File: config.mk
export PLATFORM = sky130hd
export DESIGN_NAME = mem_access
export DESIGN_NICKNAME = d
export VERILOG_FILES = /design/src/rtl/mem_access_pkg.sv /design/src/rtl/mem_lane_align.sv /design/src/rtl/mem_access.sv
export SDC_FILE = /design/constraint.sdc
export NUM_CORES = 1
export LEC_CHECK = 0
export ABC_AREA = 0
export BUFFER_PORTS_ARGS = -buffer_cell sky130_fd_sc_hd__buf_4
export CELL_PAD_IN_SITES_DETAIL_PLACEMENT = 0
export CELL_PAD_IN_SITES_GLOBAL_PLACEMENT = 1
export CORE_ASPECT_RATIO = 0.8
export CORE_MARGIN = 10
export CORE_UTILIZATION = 38
export DETAILED_ROUTE_END_ITERATION = 12
export GPL_ROUTABILITY_DRIVEN = 0
export HOLD_SLACK_MARGIN = 0.08
export PLACE_DENSITY_LB_ADDON = 0.1
export RECOVER_POWER = 50
export SYNTH_ARGS = -nofsm -noshare
export SYNTH_HDL_FRONTEND = slang
export SYNTH_SLANG_ARGS = --single-unit
File: constraint.sdc
create_clock -name clk -period 3.1 [get_ports clk]
set_input_delay 0.62 -clock clk [delete_from_list [all_inputs] [get_ports clk]]
set_output_delay 0.62 -clock clk [all_outputs]
set_load 0.01 [all_outputs]
File: src/rtl/mem_access_pkg.sv
// Shared definitions for the MEM-stage data-bus responder: access op/size encodings and FSM states.
// Latency: none (definitions only).
// Backpressure: none (definitions only).
package mem_access_pkg;

    localparam logic [1:0] ACCESS_OP_D2R = 2'd0;   // ALU result straight to register
    localparam logic [1:0] ACCESS_OP_M2R = 2'd1;   // load
    localparam logic [1:0] ACCESS_OP_R2M = 2'd2;   // store

    localparam logic [1:0] ACCESS_SZ_BYTE = 2'd0;
    localparam logic [1:0] ACCESS_SZ_HALF = 2'd1;
    localparam logic [1:0] ACCESS_SZ_WORD = 2'd2;

    localparam logic [0:0] ST_IDLE = 1'b0;
    localparam logic [0:0] ST_BUS  = 1'b1;

    // Size 3 is treated like WORD so it can never produce a partial-lane access.
    function automatic logic is_misaligned(input logic [1:0] sz, input logic [1:0] lo);
        if (sz == ACCESS_SZ_BYTE) return 1'b0;
        if (sz == ACCESS_SZ_HALF) return lo[0];
        return |lo;
    endfunction

endpackage

File: src/rtl/mem_lane_align.sv
// Little-endian lane steering: byte enables, store replication, load extract and sign/zero extension.
// Latency: purely combinational.
// Backpressure: none; also usable by the instruction-fetch side.
module mem_lane_align
    import mem_access_pkg::*;
(
    input  logic [1:0]  sz,
    input  logic [1:0]  addr_lo,
    input  logic [31:0] wr_data,
    input  logic [31:0] rd_data,
    input  logic        zero_ext,
    output logic [3:0]  byte_en,
    output logic [31:0] wr_rep,
    output logic [31:0] rd_ext,
    output logic        misaligned
);

    logic [31:0] rd_shifted;

    // Bring the addressed lane down to bit 0, then steer/extend by size.
    always_comb begin
        rd_shifted = rd_data >> {addr_lo, 3'b000};
        misaligned = is_misaligned(sz, addr_lo);
        case (sz)
            ACCESS_SZ_BYTE: begin
                byte_en = 4'b0001 << addr_lo;
                wr_rep  = {4{wr_data[7:0]}};
                rd_ext  = zero_ext ? {24'd0, rd_shifted[7:0]}
                                   : {{24{rd_shifted[7]}}, rd_shifted[7:0]};
            end
            ACCESS_SZ_HALF: begin
                byte_en = 4'b0011 << {addr_lo[1], 1'b0};
                wr_rep  = {2{wr_data[15:0]}};
                rd_ext  = zero_ext ? {16'd0, rd_shifted[15:0]}
                                   : {{16{rd_shifted[15]}}, rd_shifted[15:0]};
            end
            default: begin
                byte_en = 4'b1111;
                wr_rep  = wr_data;
                rd_ext  = rd_data;
            end
        endcase
    end

endmodule

File: src/rtl/mem_access.sv
// MEM-stage responder: performs the EX request on the data bus and registers the result toward WB.
// Latency: D2R/misaligned 1 cycle; loads/stores 2 cycles minimum plus one per bus_stall cycle.
// Backpressure: stall_o holds upstream from the issue cycle until the bus completes. Optional LL/SC: MIPS_LLSC_EN.
module mem_access
    import mem_access_pkg::*;
#(
    parameter int ADDR_W = 32
) (
    input  logic              clk,
    input  logic              rst,
    input  logic              req_valid,
    input  logic [1:0]        mem_access_op,
    input  logic [1:0]        mem_access_sz,
    input  logic [ADDR_W-1:0] mem_addr,
    input  logic [31:0]       data_i,
    input  logic [4:0]        reg_addr_i,
    input  logic              flag_unsigned,
    input  logic              is_ll,
    input  logic              is_sc,
    input  logic              llbit_clear,
    output logic              stall_o,
    output logic [31:0]       data_o,
    output logic [4:0]        reg_addr_o,
    output logic              addr_err,
    output logic [ADDR_W-1:0] bus_address,
    output logic [3:0]        bus_byte_enable,
    output logic              bus_read,
    output logic              bus_write,
    output logic [31:0]       bus_wrdata,
    input  logic [31:0]       bus_rddata,
    input  logic              bus_stall
);

    logic [0:0]        state;
    logic [ADDR_W-1:0] addr_q;
    logic [3:0]        be_q;
    logic [31:0]       wrdata_q;
    logic              rd_q;
    logic              wr_q;
    logic [1:0]        sz_q;
    logic [1:0]        lo_q;
    logic              uns_q;
    logic              sc_q;
    logic [4:0]        reg_q;

    logic              in_bus;
    logic              is_mem;
    logic              sc_fail;
    logic              issue;
    logic              done;

    logic [1:0]        la_sz;
    logic [1:0]        la_lo;
    logic              la_uns;
    logic [3:0]        la_be;
    logic [31:0]       la_wr;
    logic [31:0]       la_rd;
    logic              la_mis;

`ifdef MIPS_LLSC_EN
    logic              llbit;
    logic              ll_q;
`else
    logic              unused_llsc;
    assign unused_llsc = is_ll ^ llbit_clear;
`endif

    assign in_bus = (state == ST_BUS);
    assign done   = in_bus && !bus_stall;
    assign is_mem = (mem_access_op == ACCESS_OP_M2R) || (mem_access_op == ACCESS_OP_R2M);

`ifdef MIPS_LLSC_EN
    assign sc_fail = is_sc && (mem_access_op == ACCESS_OP_R2M) && !llbit;
`else
    assign sc_fail = 1'b0;
`endif

    // A bus access starts only from IDLE for an aligned load/store that is allowed to proceed.
    assign issue = !rst && !in_bus && req_valid && is_mem && !la_mis && !sc_fail;

    // While in BUS the lane logic must see the captured request, not the (held) live inputs.
    assign la_sz  = in_bus ? sz_q  : mem_access_sz;
    assign la_lo  = in_bus ? lo_q  : mem_addr[1:0];
    assign la_uns = in_bus ? uns_q : flag_unsigned;

    mem_lane_align u_lane (
        .sz         (la_sz),
        .addr_lo    (la_lo),
        .wr_data    (data_i),
        .rd_data    (bus_rddata),
        .zero_ext   (la_uns),
        .byte_en    (la_be),
        .wr_rep     (la_wr),
        .rd_ext     (la_rd),
        .misaligned (la_mis)
    );

    // Bus is driven live on the issue cycle, then from the captured copies until completion.
    always_comb begin
        bus_address     = '0;
        bus_byte_enable = 4'd0;
        bus_wrdata      = 32'd0;
        bus_read        = 1'b0;
        bus_write       = 1'b0;
        if (issue) begin
            bus_address     = {mem_addr[ADDR_W-1:2], 2'b00};
            bus_byte_enable = la_be;
            bus_wrdata      = la_wr;
            bus_read        = (mem_access_op == ACCESS_OP_M2R);
            bus_write       = (mem_access_op == ACCESS_OP_R2M);
        end else if (in_bus) begin
            bus_address     = addr_q;
            bus_byte_enable = be_q;
            bus_wrdata      = wrdata_q;
            bus_read        = rd_q;
            bus_write       = wr_q;
        end
    end

    assign stall_o = issue || (in_bus && bus_stall);

    // Request FSM, captured bus copies and WB result register.
    always_ff @(posedge clk) begin
        if (rst) begin
            state      <= ST_IDLE;
            addr_q     <= '0;
            be_q       <= 4'd0;
            wrdata_q   <= 32'd0;
            rd_q       <= 1'b0;
            wr_q       <= 1'b0;
            sz_q       <= 2'd0;
            lo_q       <= 2'd0;
            uns_q      <= 1'b0;
            sc_q       <= 1'b0;
            reg_q      <= 5'd0;
            data_o     <= 32'd0;
            reg_addr_o <= 5'd0;
            addr_err   <= 1'b0;
        end else begin
            addr_err <= 1'b0;
            if (!in_bus) begin
                data_o     <= 32'd0;
                reg_addr_o <= 5'd0;
                if (req_valid) begin
                    if (!is_mem) begin
                        data_o     <= data_i;
                        reg_addr_o <= reg_addr_i;
                    end else if (la_mis) begin
                        addr_err <= 1'b1;
                    end else if (sc_fail) begin
                        reg_addr_o <= reg_addr_i;
                    end else begin
                        state    <= ST_BUS;
                        addr_q   <= {mem_addr[ADDR_W-1:2], 2'b00};
                        be_q     <= la_be;
                        wrdata_q <= la_wr;
                        rd_q     <= (mem_access_op == ACCESS_OP_M2R);
                        wr_q     <= (mem_access_op == ACCESS_OP_R2M);
                        sz_q     <= mem_access_sz;
                        lo_q     <= mem_addr[1:0];
                        uns_q    <= flag_unsigned;
                        sc_q     <= is_sc && (mem_access_op == ACCESS_OP_R2M);
                        reg_q    <= reg_addr_i;
                    end
                end
            end else if (done) begin
                state <= ST_IDLE;
                if (rd_q) begin
                    data_o     <= la_rd;
                    reg_addr_o <= reg_q;
                end else if (sc_q) begin
                    data_o     <= 32'd1;
                    reg_addr_o <= reg_q;
                end
            end
        end
    end

`ifdef MIPS_LLSC_EN
    // Link bit: set by LL completion, cleared by SC completion; an explicit clear always wins.
    always_ff @(posedge clk) begin
        if (rst) begin
            llbit <= 1'b0;
            ll_q  <= 1'b0;
        end else begin
            if (issue) ll_q <= is_ll && (mem_access_op == ACCESS_OP_M2R);
            if (llbit_clear)        llbit <= 1'b0;
            else if (done && ll_q)  llbit <= 1'b1;
            else if (done && sc_q)  llbit <= 1'b0;
        end
    end
`endif

endmodule

==> summary.txt, run 1 <==
Power and ir drop
  – Pwr Density: 507 nW/um^2
  – Final Power: 4490 uW
  – Combinational group share of total power: 17.1%
  – VDD IR max: 0.332 mV
  – Sw Share: 27.2%
  – Leakage dissipation: 0.00381 uW
  – Internal power: 3270 uW
  – Clock group share of total power: 46.2%
  – NetSw: 1220 uW
  – Sequential share of power: 36.7%

Route
  – Metal2 WL: 12400 um
  – Drt total wl: 27100 um
  – WL met1: 11800 um
  – Vias per cell: 6.09
  – Final ANT Viol Nets: 0
  – Met3 Wirelength: 2540 um
  – DRT iter0 DRCs: 757
  – Via Count: 6951
  – Wire per inst: 23.8 um
  – First-pass DRT Iterations: 5
  – Top sig layer: met4
  – Drt drc: 0

Synth
  – Synth top area share: 35.1%
  – Yosys warns: 0
  – Seq/Total Area, Yosys: 35.1%
  – Post-Syn Area: 6720 sq um
  – Area contributors post-synth: dfxtp_1 (35%), a22o_1 (14%), mux2i_1 (5.5%), nor2_1 (3.9%), buf_2 (3.3%)
  – Post-synthesis register bit count: 118
  – Post-synth ARST share: 0%
  – Synthesized instance count: 722
  – Top_reg_cell synth: dfxtp_1
  – Post-synth EDFFs: 0
  – Area leader, netlist: dfxtp_1
  – Yosys cell types: 63
  – Syn avg cell area: 9.31 sq um

Clock network
  – Clk buf depth: 2
  – CTS root buffer: clkbuf_16
  – CTS Sinks: 118
  – CTS Hold Bufs: 0
  – Worst-path clk slew: 0.05 ns
  – H-tree Lvls: 4
  – TritonCTS buffer count: 17
  – Clock latency on the worst-skew pair: 0.42 ns
  – CTS tree: done

STA
  – Layout Skew: 0.00899 ns
  – Final hold violation count: 0
  – Crit share post-route: 96.1%
  – Final worst setup slack: 0.121 ns
  – Pins Over Slew Limit: 0
  – Fmax: 0.336 GHz
  – Worst rel slew slack: 9.17%
  – Slew at the pin closest to its max-slew limit: 1.36 ns
  – Final setup violation count: 0
  – Final min period: 2.98 ns
  – Final TNS setup: 0 ns
  – RSZ-0062 raised after global routing: no

Floorplan
  – Die X: 169 um
  – Die height: 139 um
  – Row count: 43
  – I/O pin cnt: 222
  – Initial Utilization: 38.7%
  – Core Area: 17400 sq um
  – Die Area: 23400 sq um

GRT
  – Largest net degree at the start of global routing: 67
  – GRT overflow: 0
  – Number of global-route vias before repair: 6843
  – GRT Util Overall: 22.0%
  – First-pass GRT wire length: 41100 um
  – Initial antenna violation count: 0

Worst setup path
  – Critical path class: input pin to output port
  – R2R setup slack: 0.32 ns
  – CP max FO: 61
  – Worst EP arrival: 2.36 ns
  – Crit path launch type: input pin
  – CP Data Required Time: 2.48 ns
  – Crit end category: output port

Place
  – Port bufs: 217
  – HPWL Detailed: 19500 um
  – Cell Area, Placed: 8400 sq um
  – Worst slack at placement: 0.0719 ns

Final layout
  – Nets: 1018
  – Multi-input gate area: 3840 sq um
  – Register area: 2370 sq um
  – Most frequent cells in the layout: buf_4 (195), dfxtp_1 (117), a22o_1 (109)
  – Fillers: 1674
  – Share of cells above drive strength 1: 29.3%
  – Design area: 8850 sq um
  – Area grow syn2layout: 31.7%
  – Antenna Diode Count: 0
  – Most common cell after layout, fill and taps aside: buf_4
  – Final Util: 50.9%

Run
  – Max_cap viols: 0

Status
  – Status: completed

Worst hold path
  – Hold Path Class: input pin to flip-flop
-- area by class of cell --
| cell class | instances | share of cell area, % |
|---|---|---|
| multi-input cells | 519 | 43.4 |
| clock inverters | 7 | 1.33 |
| repair buffers | 242 | 19.6 |
| well taps | 225 | 3.18 |
| inverters | 5 | 0.212 |
| clock buffers | 25 | 5.60 |
| flip-flops and latches | 118 | 26.7 |
-- metrics by stage --
step | instances | hold WS (ns)
floorplan | 723 | 0.427
global placement | 1108 | 0.434
detailed placement | 1108 | 0.444
CTS | 1141 | 0.408
global route | 1141 | 0.409
finish | 1141 | 0.420
-- cells by family after synthesis --
family	share of synthesized area, %
AOI/OAI and AO/OA	40.0
muxes	6.90
other	0.0558
buffers and inverters	7.82
xor gates and xnor gates	0.391
and+or+nand+nor	9.32
adders and majority gates	0.372
DFF	35.1
-- cells in the mapped netlist (3+ instances only) --
library cell / count
a32oi_1: 17
and2_1: 5
a221o_1: 6
a211oi_1: 9
mux2i_4: 3
nor2_1: 70
o2bb2ai_1: 8
buf_2: 44
buf_4: 11
dfxtp_1: 118
mux2i_1: 37
and3_1: 7
clkbuf_1: 12
o21ai_0: 40
a21oi_1: 20
o221ai_1: 18
a2111oi_1: 10
o221a_2: 16
a22o_1: 109
a31oi_1: 19
o21ai_1: 4
nand3_1: 4
nand2b_1: 5
a221oi_1: 11
nor3_1: 9
buf_6: 9
or3_1: 4
a21o_1: 21
o211ai_1: 3
nand2_1: 28
inv_1: 4
-- path summary, 6_finish.rpt --
| path | start | to | depth (start not counted) |
|---|---|---|---|
| setup / recovery | mem_access_op[0] | bus_wrdata[28] | 8 |
| hold / removal | mem_addr[27] | addr_q[27] | 2 |
| hold reg to reg | wrdata_q[12] | wrdata_q[12] | 1 |
| setup reg to reg | in_bus | wrdata_q[1] | 7 |
-- power by group through the flow --
| stage | logic (uW) | clock network, uW | registers, uW |
|---|---|---|---|
| global placement | 767 | 0 | 1680 |
| global route | 826 | 2190 | 1660 |
| floorplan | 433 | 0 | 1670 |
| CTS | 787 | 2110 | 1650 |
| detailed placement | 780 | 0 | 1680 |
| finish | 769 | 2070 | 1650 |
-- critical path, cell delays in order --
cell	delay [ns]
buf_4	0.09
inv_1	0.04
ha_1	0.30
or3_1	0.46
a21oi_4	0.24
buf_12	0.27
a22o_1	0.19
buf_4	0.13
-- what timing repair did --
action | 4_1_cts | 5_1_grt
resized for setup | 0 | 2
setup buffers | 1 | 0
endpoints found under the setup margin | 3 | 8
cloned | 0 | 0
-- sequential cells by signal, summed over array words and instances (netlist names) --
register    cells
addr_err        1
addr_q         30
be_q            4
data_o         32
in_bus          1
lo_q            2
rd_q            1
reg_addr_o      5
reg_q           5
sc_q            1
sz_q            2
uns_q           1
wr_q            1
wrdata_q       32
-- metal layers --
layer  track usage (%)  up-vias
met4              6.04        0
met3              7.39       29
met2              33.8      314
li1                  -     3205
met1              28.7     3403
met5                 0        -
Power figures use the tool's default switching activity.
==> run 2, diff against run 1 <==
Settings changed: CORE_UTILIZATION 38 to 41.
Clock period 3.1 ns to 3.59 ns, I/O delays scaled along.
==> run 2 against run 1 <==
  * Non-clock buffer count fell by 9
  * Sequential share of layout area rose by 0.21 points
  * Largest cell class unchanged
  * Global-route usage rose by 1.4 points
  * Flip-flop and latch count did not move
  * First-iteration DRC count fell by 13%
  * Clock skew fell by 0.0032 ns
  * Largest power group unchanged
  * Design area fell by 0.79%
  * Clock-buffer cell count fell by 2
==> summary.txt, run 2 (synthesis results as in run 1) <==
Status
  – Status: completed (unchanged)

Run
  – Max_cap viols: 0 (unchanged)

Power and ir drop
  – Leakage dissipation: 0.00376 uW (was 0.00381 uW)
  – Pwr Density: 440 nW/um^2 (was 507 nW/um^2)
  – VDD IR max: 0.321 mV (was 0.332 mV)

STA
  – Pins Over Slew Limit: 0 (unchanged)
  – Final TNS setup: 0 ns (unchanged)
  – Crit share post-route: 94.6%
  – Final min period: 3.40 ns
  – Slew at the pin closest to its max-slew limit: 1.48 ns (was 1.36 ns)
  – Fmax: 0.294 GHz
  – Final setup violation count: 0 (unchanged)
  – RSZ-0062 raised after global routing: no (unchanged)
  – Final hold violation count: 0 (unchanged)
  – Layout Skew: 0.00574 ns (was 0.00899 ns)
  – Worst rel slew slack: 1.38% (was 9.17%)

Worst setup path
  – Crit end category: output port (unchanged)
  – CP max FO: 50 (was 61)
  – CP Data Required Time: 2.87 ns (was 2.48 ns)
  – Crit-path slowest cell: or3_1 (unchanged)
  – Crit path launch type: input pin (unchanged)
  – Worst stage delay on the critical path: 0.51 ns (was 0.46 ns)
  – R2R setup slack: 0.35 ns (was 0.32 ns)
  – Critical path class: input pin to output port (unchanged)
  – Crit-path cells: clkbuf_4 > inv_1 > ha_1 > or3_1 > a21oi_4 > buf_12 > a22o_1 > buf_4 (was buf_4 > inv_1 > ha_1 > or3_1 > a21oi_4 > buf_12 > a22o_1 > buf_4)
  – Worst EP arrival: 2.68 ns (was 2.36 ns)

GRT
  – GRT overflow: 0 (unchanged)
  – Initial antenna violation count: 0 (unchanged)
  – Largest net degree at the start of global routing: 83 (was 67)
  – First-pass GRT wire length: 40500 um (was 41100 um)
  – Number of global-route vias before repair: 6963 (was 6843)
  – GRT Util Overall: 23.4% (was 22.0%)

Clock network
  – Clock latency on the worst-skew pair: 0.42 ns (about the same)
  – CTS root buffer: clkbuf_16 (unchanged)
  – TritonCTS buffer count: 17 (unchanged)
  – CTS Sinks: 118 (unchanged)
  – CTS tree: done (unchanged)
  – H-tree Lvls: 4 (unchanged)
  – Clk buf depth: 2 (unchanged)
  – Worst-path clk slew: 0.06 ns (was 0.05 ns)

Worst hold path
  – Hold Path Class: flip-flop to flip-flop (was input pin to flip-flop)

Final layout
  – Leading registers by flop count: data_o: 32 flops, wrdata_q: 32 flops, addr_q: 30 flops (unchanged)
  – Share of cells above drive strength 1: 29.2% (was 29.3%)
  – Nets: 1009 (was 1018)
  – Antenna Diode Count: 0 (unchanged)
  – Area grow syn2layout: 30.6% (was 31.7%)
  – Fillers: 1509 (was 1674)
  – Fin cells: 1122 (was 1141)
  – Most frequent cells in the layout: buf_4 (189), dfxtp_1 (117), a22o_1 (109) (was buf_4 (195), dfxtp_1 (117), a22o_1 (109))
  – Most common cell after layout, fill and taps aside: buf_4 (unchanged)

Route
  – Wire per inst: 24.0 um (was 23.8 um)
  – Drt drc: 0 (unchanged)
  – DRT iter0 DRCs: 659 (was 757)
  – Vias per cell: 6.26 (was 6.09)
  – Drt total wl: 26900 um (was 27100 um)
  – Final ANT Viol Nets: 0 (unchanged)
  – First-pass DRT Iterations: 5 (unchanged)
  – Via Count: 7026 (was 6951)

Floorplan
  – Core Area: 15900 sq um (was 17400 sq um)
  – Row count: 41 (was 43)
  – Die height: 135 um (was 139 um)
  – Initial Utilization: 42.3% (was 38.7%)
  – Die Area: 22000 sq um (was 23400 sq um)
  – Die X: 163 um (was 169 um)
  – I/O pin cnt: 222 (unchanged)

Place
  – Inst Count DP: 1090 (was 1108)
  – HPWL Detailed: 19000 um (was 19500 um)
  – Port bufs: 217 (unchanged)
==> run 2: final cells by class <==
class / instances / area (sq um) / share of cell area [%]
multi-input combinational: 519 / 3850 / 43.8
sequential: 118 / 2370 / 26.9
timing repair buffer: 233 / 1650 / 18.8
clock buffer: 23 / 509 / 5.80
tap: 215 / 269 / 3.06
clock inverter: 9 / 114 / 1.30
inverter: 5 / 18.8 / 0.214
==> run 2: power by group <==
group	internal (uW)	total (uW)	switching (uW)	leakage, uW
logic	277	657	380	0.00251
clock network	1140	1780	637	0.000297
registers	1370	1430	51.5	0.000960
total	2790	3860	1070	0.00376
==> run 2: worst paths after layout <==
path	startpoint	endpoint	cells past startpoint
worst max-delay path	mem_access_op[0]	bus_address[20]	8
worst min-delay path	wrdata_q[14]	wrdata_q[14]	1
worst max register to register	in_bus	addr_q[20]	6
worst min register to register	wrdata_q[14]	wrdata_q[14]	1
==> run 2: per-stage QoR <==
stage          worst slack, ns  total power, uW  cell area, sq um  utilization, %  hold WS [ns]
6_report                 0.193             3860              8780            55.2         0.454
3_3_place_gp             0.140             2100              8310            52.3         0.434
4_1_cts                 0.0523             3900              8940            56.2         0.453
2_1_floorplan            0.613             1810              6730               -         0.427
3_5_place_dp             0.177             2120              8310            52.3         0.440
5_1_grt                 0.0632             4010              8780            55.2         0.476
==> run 2: layer usage <==
layer	up-vias	global-route usage, %	share of wire [%]
li1	3192	-	-
met1	3394	29.5	41
met2	394	35.3	45
met3	46	9.72	12
met4	0	7.80	1.8
met5	-	0	0
==> run 2: critical path: cells and delay by family <==
kind | cells | cell delay, ns
compound gates | 2 | 0.56
fa+ha+maj | 1 | 0.32
buf+inv | 4 | 0.54
simple gates | 1 | 0.51
==> run 2: timing repair <==
item                                    in CTS  in global routing
hold endpoints to repair                     0                  0
gates resized for setup                      0                  1
buffers inserted                             0                  0
endpoints found under the setup margin       0                 17
hold buffers                                 0                  0
==> run 3, diff against run 2 <==
Settings changed: BUFFER_PORTS_ARGS -buffer_cell sky130_fd_sc_hd__buf_4 to -buffer_cell sky130_fd_sc_hd__buf_2, CORE_UTILIZATION 41 to 38.
Clock period 3.59 ns to 3.9 ns, I/O delays scaled along.
==> run 3 against run 2 <==
  * Design area is 4.5% lower
  * Routed wire length rose by 1.2%
  * Combinational power down 15%
  * Flip-flop and latch count unchanged
  * Clock skew rose by 0.0022 ns
  * Critical path type is now flip-flop to output port
  * Largest power group unchanged
  * Highest routed layer unchanged
==> summary.txt, run 3 (synthesis results as in run 1) <==
Final layout
  – Area grow syn2layout: 24.7% (was 30.6%)
  – Register area: 2370 sq um (unchanged)
  – Antenna Diode Count: 0 (unchanged)
  – Leading registers by flop count: data_o: 32 flops, wrdata_q: 32 flops, addr_q: 30 flops (unchanged)
  – Nets: 1009 (unchanged)
  – Most common cell after layout, fill and taps aside: buf_2 (was buf_4)
  – Fillers: 1707 (was 1509)
  – Most frequent cells in the layout: buf_2 (179), dfxtp_1 (117), a22o_1 (109) (was buf_4 (189), dfxtp_1 (117), a22o_1 (109))
  – Multi-input gate area: 3840 sq um (was 3850 sq um)
  – Share of cells above drive strength 1: 29.0% (was 29.2%)
  – Design area: 8380 sq um (was 8780 sq um)

Worst setup path
  – Worst setup startpoint: in_bus (was mem_access_op[0])
  – CP max FO: 45 (was 50)
  – Crit path launch type: flip-flop (was input pin)
  – Reg-to-reg startpoint: in_bus (unchanged)
  – Worst EP arrival: 2.90 ns (was 2.68 ns)
  – Critical path class: flip-flop to output port (was input pin to output port)
  – CP Data Required Time: 3.12 ns (was 2.87 ns)
  – Crit end category: output port (unchanged)

Clock network
  – H-tree Lvls: 4 (unchanged)
  – Worst-path clk slew: 0.06 ns (about the same)
  – CTS Hold Bufs: 0 (unchanged)
  – TritonCTS buffer count: 17 (unchanged)
  – Clk buf depth: 2 (unchanged)
  – Clock latency on the worst-skew pair: 0.43 ns (was 0.42 ns)
  – CTS tree: done (unchanged)
  – Number of gates resized after CTS: 0 (unchanged)
  – CTS Sinks: 118 (unchanged)
  – CTS root buffer: clkbuf_16 (unchanged)
  – Setup Buffers After CTS: 0 (unchanged)

STA
  – Worst rel slew slack: 7.43% (was 1.38%)
  – Layout Skew: 0.00796 ns (was 0.00574 ns)
  – Final TNS setup: 0 ns (unchanged)
  – RSZ-0062 raised after global routing: no (unchanged)
  – Fmax: 0.272 GHz
  – Pins Over Slew Limit: 0 (unchanged)
  – Final setup violation count: 0 (unchanged)
  – Slew at the pin closest to its max-slew limit: 1.39 ns (was 1.48 ns)
  – Final hold violation count: 0 (unchanged)
  – Hold slack: 0.453 ns (was 0.454 ns)
  – Crit share post-route: 94.3%
  – Final min period: 3.68 ns

Route
  – Via Count: 6909 (was 7026)
  – Drt total wl: 27200 um (was 26900 um)
  – Wire per inst: 24.1 um (was 24.0 um)
  – First-pass DRT Iterations: 5 (unchanged)
  – Drt drc: 0 (unchanged)
  – Vias per cell: 6.10 (was 6.26)
  – DRT iter0 DRCs: 729 (was 659)
  – Final ANT Viol Nets: 0 (unchanged)

Floorplan
  – Die X: 169 um (was 163 um)
  – Row count: 43 (was 41)
  – I/O pin cnt: 222 (unchanged)
  – Initial Utilization: 38.7% (was 42.3%)
  – Core Area: 17400 sq um (was 15900 sq um)
  – Die Area: 23400 sq um (was 22000 sq um)
  – Die height: 139 um (was 135 um)

Power and ir drop
  – NetSw: 1010 uW (was 1070 uW)
  – Combinational group share of total power: 15.3% (was 17.0%)
  – Clock group share of total power: 49.0% (was 46.0%)
  – Internal power: 2660 uW (was 2790 uW)
  – Pwr Density: 438 nW/um^2 (was 440 nW/um^2)
  – Leakage dissipation: 0.00369 uW (was 0.00376 uW)
  – VDD IR max: 0.283 mV (was 0.321 mV)
  – Sequential share of power: 35.8% (was 36.9%)
  – Sw Share: 27.5% (was 27.7%)

Place
  – HPWL Detailed: 19200 um (was 19000 um)
  – Cell Area, Placed: 7770 sq um (was 8310 sq um)
  – Port bufs: 217 (unchanged)

GRT
  – Initial antenna violation count: 0 (unchanged)
  – First-pass GRT wire length: 41200 um (was 40500 um)
  – GRT overflow: 0 (unchanged)
  – Largest net degree at the start of global routing: 86 (was 83)
  – GRT Util Overall: 22.0% (was 23.4%)
  – Number of global-route vias before repair: 6900 (was 6963)

Run
  – Max_cap viols: 0 (unchanged)

Worst hold path
  – Hold path startpoint: wrdata_q[10] (was wrdata_q[14])
  – Hold Path Class: flip-flop to flip-flop (unchanged)

Status
  – Status: completed (unchanged)
-- run 3: cell types whose count changed in the layout (fill, tap and decap cells not counted) --
| cell | delta |
|---|---|
| a21o_1 | +1 |
| a21o_2 | -1 |
| a21oi_1 | +1 |
| a21oi_4 | -1 |
| and2_0 | +1 |
| and2_1 | -1 |
| buf_2 | +179 |
| buf_4 | -177 |
| bufinv_16 | +2 |
| clkbuf_2 | -1 |
| clkbuf_4 | -1 |
| clkinv_2 | -1 |
| clkinv_4 | -2 |
| inv_6 | +1 |
-- run 3: through the flow --
stage	setup WS, ns	util (%)	std cells	power (uW)
final	0.224	48.2	1132	3670
after global routing	0.0517	48.2	1132	3800
after CTS	0.249	48.6	1132	3690
after detailed placement	0.295	44.7	1100	1890
after global placement	0.292	44.7	1100	1880
after floorplan	0.799	-	723	1670
-- run 3: layout make-up --
type | instances | area share [%]
clock buffer | 23 | 6.08
clock inverter | 9 | 1.91
inverter | 5 | 0.224
multi-input combinational | 519 | 45.8
sequential | 118 | 28.2
tap | 225 | 3.36
timing repair buffer | 233 | 14.4
-- run 3: per-layer routing --
metal	vias to the layer above	share of wire, %	GRT usage (%)
met5	-	0	0
met4	0	1.4	6.36
met3	30	9.4	6.83
met2	332	45	33.7
met1	3360	44	28.8
li1	3187	-	-
-- run 3: critical path, stage by stage (launching register included) --
cell      delay (ns)
dfxtp_4         0.75
nand2b_1        0.21
or3_1           0.30
a21o_1          0.69
nor2_1          0.16
a21o_1          0.19
buf_2           0.15
-- run 3: power by group through the flow --
| stage | Clock, uW | Combinational, uW | Sequential (uW) |
|---|---|---|---|
| detailed placement | 0 | 559 | 1340 |
| finish | 1800 | 560 | 1310 |
| global route | 1880 | 604 | 1320 |
| CTS | 1820 | 560 | 1310 |
| floorplan | 0 | 344 | 1330 |
| global placement | 0 | 548 | 1330 |
-- run 3: worst paths after layout --
| check | depth (start not counted) | slack [ns] | to |
|---|---|---|---|
| max | 6 | 0.22 | bus_wrdata[15] |
| min | 1 | 0.45 | wrdata_q[10] |
| max reg2reg | 7 | 0.66 | reg_q[1] |
| min reg2reg | 1 | 0.45 | wrdata_q[10] |
